$ cat src/rtl/ex_wb_buffer.sv
// Two-entry elastic buffer between the execute-stage result and register-file write-back.
// It also gives execute a combinational forwarding lookup over results that are held but not yet written.
module ex_wb_buffer #(
  parameter int DATA_W = 16,
  parameter int ADDR_W = 2
) (
  input  logic              clk,
  input  logic              rst_n,
  input  logic              in_valid,
  output logic              in_ready,
  input  logic [DATA_W-1:0] in_result,
  input  logic [ADDR_W-1:0] in_rd,
  input  logic              in_regwrite,
  input  logic              flush,
  output logic              out_valid,
  input  logic              out_ready,
  output logic [DATA_W-1:0] out_result,
  output logic [ADDR_W-1:0] out_rd,
  output logic              out_regwrite,
  input  logic [ADDR_W-1:0] fwd_rd,
  output logic              fwd_hit,
  output logic [DATA_W-1:0] fwd_data,
  output logic [1:0]        count
);

  typedef enum logic [1:0] {
    EMPTY = 2'd0,
    ONE   = 2'd1,
    FULL  = 2'd2
  } state_t;

  typedef struct packed {
    logic [DATA_W-1:0] result;
    logic [ADDR_W-1:0] rd;
    logic              regwrite;
  } entry_t;

  state_t state, state_nxt;
  logic   armed;
  entry_t older, younger, in_entry;
  logic   push, pop;
  logic   hit_older, hit_younger;

  assign in_entry = '{result: in_result, rd: in_rd, regwrite: in_regwrite};
  assign push     = in_valid & in_ready;
  assign pop      = out_valid & out_ready;

  // armed holds in_ready low until the first edge after reset is released.
  always_ff @(posedge clk or negedge rst_n) begin
    if (!rst_n) begin
      state <= EMPTY;
      armed <= 1'b0;
    end else begin
      // NOTE: sequential state uses non-blocking assignment so every register samples pre-edge values.
      state <= state_nxt;
      armed <= 1'b1;
    end
  end

  always_comb begin
    // NOTE: default first so that no path through the case infers a latch.
    state_nxt = state;
    if (flush) begin
      state_nxt = EMPTY;
    end else begin
      case (state)
        EMPTY:   if (push) state_nxt = ONE;
        ONE: begin
          if (push && !pop)      state_nxt = FULL;
          else if (pop && !push) state_nxt = EMPTY;
        end
        FULL:    if (pop) state_nxt = ONE;
        default: state_nxt = EMPTY;
      endcase
    end
  end

  // NOTE: entry storage has no reset; every reader is gated by state, so stale contents are never visible.
  always_ff @(posedge clk) begin
    if (!flush) begin
      case (state)
        EMPTY: if (push) older <= in_entry;
        ONE: begin
          if (push && pop) older   <= in_entry;
          else if (push)   younger <= in_entry;
        end
        FULL:    if (pop) older <= younger;
        default: ;
      endcase
    end
  end

  always_comb begin
    in_ready     = armed && (state != FULL);
    out_valid    = (state != EMPTY);
    count        = state;
    out_result   = '0;
    out_rd       = '0;
    out_regwrite = 1'b0;
    if (state != EMPTY) begin
      out_result   = older.result;
      out_rd       = older.rd;
      out_regwrite = older.regwrite;
    end
  end

  // The younger entry exists only when FULL and takes precedence as the most recent producer.
  always_comb begin
    hit_older   = (state != EMPTY) && older.regwrite && (older.rd == fwd_rd);
    hit_younger = (state == FULL) && younger.regwrite && (younger.rd == fwd_rd);
    fwd_hit     = hit_older || hit_younger;
    fwd_data    = '0;
    if (hit_younger)    fwd_data = younger.result;
    else if (hit_older) fwd_data = older.result;
  end

endmodule

$ cat config.mk
export PLATFORM = sky130hd
export DESIGN_NAME = ex_wb_buffer
export DESIGN_NICKNAME = d
export VERILOG_FILES = /design/src/rtl/ex_wb_buffer.sv
export SDC_FILE = /design/constraint.sdc
export NUM_CORES = 1
export LEC_CHECK = 0
export ABC_AREA = 1
export CAP_MARGIN = 20
export CORE_MARGIN = 2
export CORE_UTILIZATION = 48
export CTS_CLUSTER_SIZE = 10
export DETAILED_ROUTE_END_ITERATION = 10
export PLACE_DENSITY = 0.9
export SYNTH_ARGS = -nofsm -noshare
export SYNTH_HDL_FRONTEND = slang
export SYNTH_SLANG_ARGS = --single-unit
$ cat constraint.sdc
create_clock -name clk -period 4.4 [get_ports clk]
set_clock_uncertainty 0.2 [all_clocks]
set_input_delay 0.66 -clock clk [delete_from_list [all_inputs] [get_ports clk]]
set_output_delay 0.66 -clock clk [all_outputs]
set_load 0.01 [all_outputs]
==> metrics <==
run status=finished clean; Power, Total=0.00105 W; FP Rows=24; Via Count=1831; fin nets=336; area grow syn2layout=35.4%; kind of critical path=flip-flop to primary output; main combinational cell family by area after synthesis=simple AND/OR/NAND/NOR gates; Final Max Tran Viols=0; post-synthesis cell type count=21; TritonCTS clock tree=built; Critical Path AT=2.91 ns; global-route wire length before repair=8560 um; maximum net fanout on the critical path=20; clk slew on worst S/H paths=0.07 ns; share of cells above drive strength 1=6.15%; setup violators final=0; Worst Tran Pin Value=1.04 ns; Post-DP HPWL=3550 um; CP endpoint kind=primary output; CP Launch Type=flip-flop; Starting Density=49.1%; max_slew headroom=30.9%; ranking of synthesized cells by area=edfxtp_1, nand2_1, nand3_1, inv_1, nor2_1; Adder-Cell Fraction of Synth Area=0%; Synth Area in XOR/XNOR=0.415%; area leader, netlist=edfxtp_1; via/cell ratio=5.07; top_reg_cell synth=edfxtp_1; Synth Instances=246; routed len/inst=14.1 um; synthesized area per cell=8.57 um2; count leader, synth=nand2_1; htree depth=2; Post-synth EDFFs=38; Final ANT Viol Nets=0; die area=4940 um2; synth cell count leaders=nand2_1, edfxtp_1, nand3_1, inv_1, nor2_1; Die Y=70.3 um; post-synthesis simple-gate area fraction=31.7%; Net Count, Synth=272; Hold Path Class=flip-flop to flip-flop; Tot GR Track Use=22.4%; synthesized cell area=2110 um2; total of max-cap violations=0; Routed Wire Length=5110 um; asr flop ratio synth=7.32%; multiplexer area fraction after synthesis=0%; Port Buffers=65; total congestion overflow=0; compound-gate portion of the synthesized area=1.72%; fill count=366; Clock Sink Count=41; cells along the critical path=inv_2, nor2_2, nand2_1, a21oi_4, nand3_1, nand2_1, clkdlybuf4s50_1; CTS Buf Count=5; crit share post-route=85.6%; power density cells=369 nW/um2; number of synthesized register bits=41; Final TNS setup=0 ns; Max Clk Rate=265 MHz; # resized after CTS=0; leakage power=1.24 nW; most used cell, CP=nand2_1; fin crit period=3.77 ns; vias in the first global route=1812; Critical Path Max Stage Delay=0.64 ns; Core Area=4290 um2; RSZ-0062 raised after global routing=false; largest net degree at the start of global routing=23; sequential area share after synthesis=57.7%; Clock Latency Late Sink=0.29 ns; GPL Wtd Cong=0.843; hold_buf cts=0; Critical Path RT=3.54 ns; clock buffer depth=2; Yosys top cell area share=54.1%; IO Count=66; CTS Root Cell=clkbuf_8; Crit-path slowest cell=nor2_2; Pre-antenna DRT Iters=4; n_diodes=0; post-CTS setup buffer count=0; initial antenna violation count=0; final hold viol count=0; yosys warns=0; width of the die=70.3 um; DRC=0; IR drop worst, VDD=196 uV; DR iter-0 viols=194
==> cell usage in the layout (no fill, tap or decap), types with 2 or more instances in the layout <==
master,Yosys,routed
buf_4,1,2
clkbuf_8,0,5
clkdlybuf4s50_1,0,65
dfrtp_1,3,3
edfxtp_1,38,38
inv_1,28,28
inv_2,2,2
nand2_1,87,87
nand3_1,36,36
nor2_1,28,26
nor2_2,2,4
nor2_4,2,2
o21ai_0,2,2
o21ai_1,2,2
==> flip-flops by register name (all words and copies together), names as in the netlist <==
| name | count |
|---|---|
| armed | 1 |
| count | 2 |
| older | 19 |
| younger | 19 |
==> final cells by class <==
type | instances | area [um2] | area share [%]
clock buffer | 5 | 68.8 | 2.41
clock inverter | 1 | 5.00 | 0.175
inverter | 30 | 113 | 3.94
multi-input combinational | 165 | 722 | 25.3
sequential | 41 | 1220 | 42.6
tap | 52 | 65.1 | 2.28
timing repair buffer | 67 | 666 | 23.3
==> final timing paths <==
kind,startpoint,to,slack [ns],depth (start not counted)
min in group asynchronous,rst_n,armed,0.35,1
worst max-delay path,count[1],fwd_data[0],0.63,7
max in group asynchronous,rst_n,count[0],3.51,1
worst min register to register,younger[14],older[14],0.34,2
worst min-delay path,younger[14],older[14],0.34,2
worst max register to register,count[0],younger[0],1.35,5
==> worst max-delay path, delay by kind of cell, from the launching register on <==
kind            cells  cell delay (ns)
simple gates        4             1.15
buf+inv             2             0.59
flops               1             0.46
compound gates      1             0.42
==> metal layers <==
layer  global-route usage (%)  wire length [um]
met2                     38.1              2630
met4                     7.48                66
met1                     28.5              2110
met5                        0                 0
met3                     4.62               302
==> per-stage QoR <==
step / cells / worst slack, ns / instance area [um2] / utilization (%) / hold WS (ns)
floorplan: 246 / 1.89 / 2110 / - / 0.164
global placement: 355 / 0.911 / 2780 / 64.8 / 0.319
detailed placement: 355 / 0.873 / 2780 / 64.8 / 0.325
CTS: 361 / 0.635 / 2860 / 66.5 / 0.343
global route: 361 / 0.362 / 2860 / 66.5 / 0.352
finish: 361 / 0.632 / 2860 / 66.5 / 0.340
==> power breakdown <==
| group | switching [W] | internal, W |
|---|---|---|
| Combinational | 0.000176 | 0.000150 |
| Clock | 0.000122 | 0.000104 |
| Sequential | 0.0000245 | 0.000477 |
==> kinds of logic (layout without fill, tap and decap cells) <==
kind of cell	after synthesis	in the layout
xor+xnor	1	1
simple gates	158	158
other cells	1	1
compound gates	5	5
flops	41	41
buf+inv	40	103
Note: power is estimated with default switching activity, not from simulation.
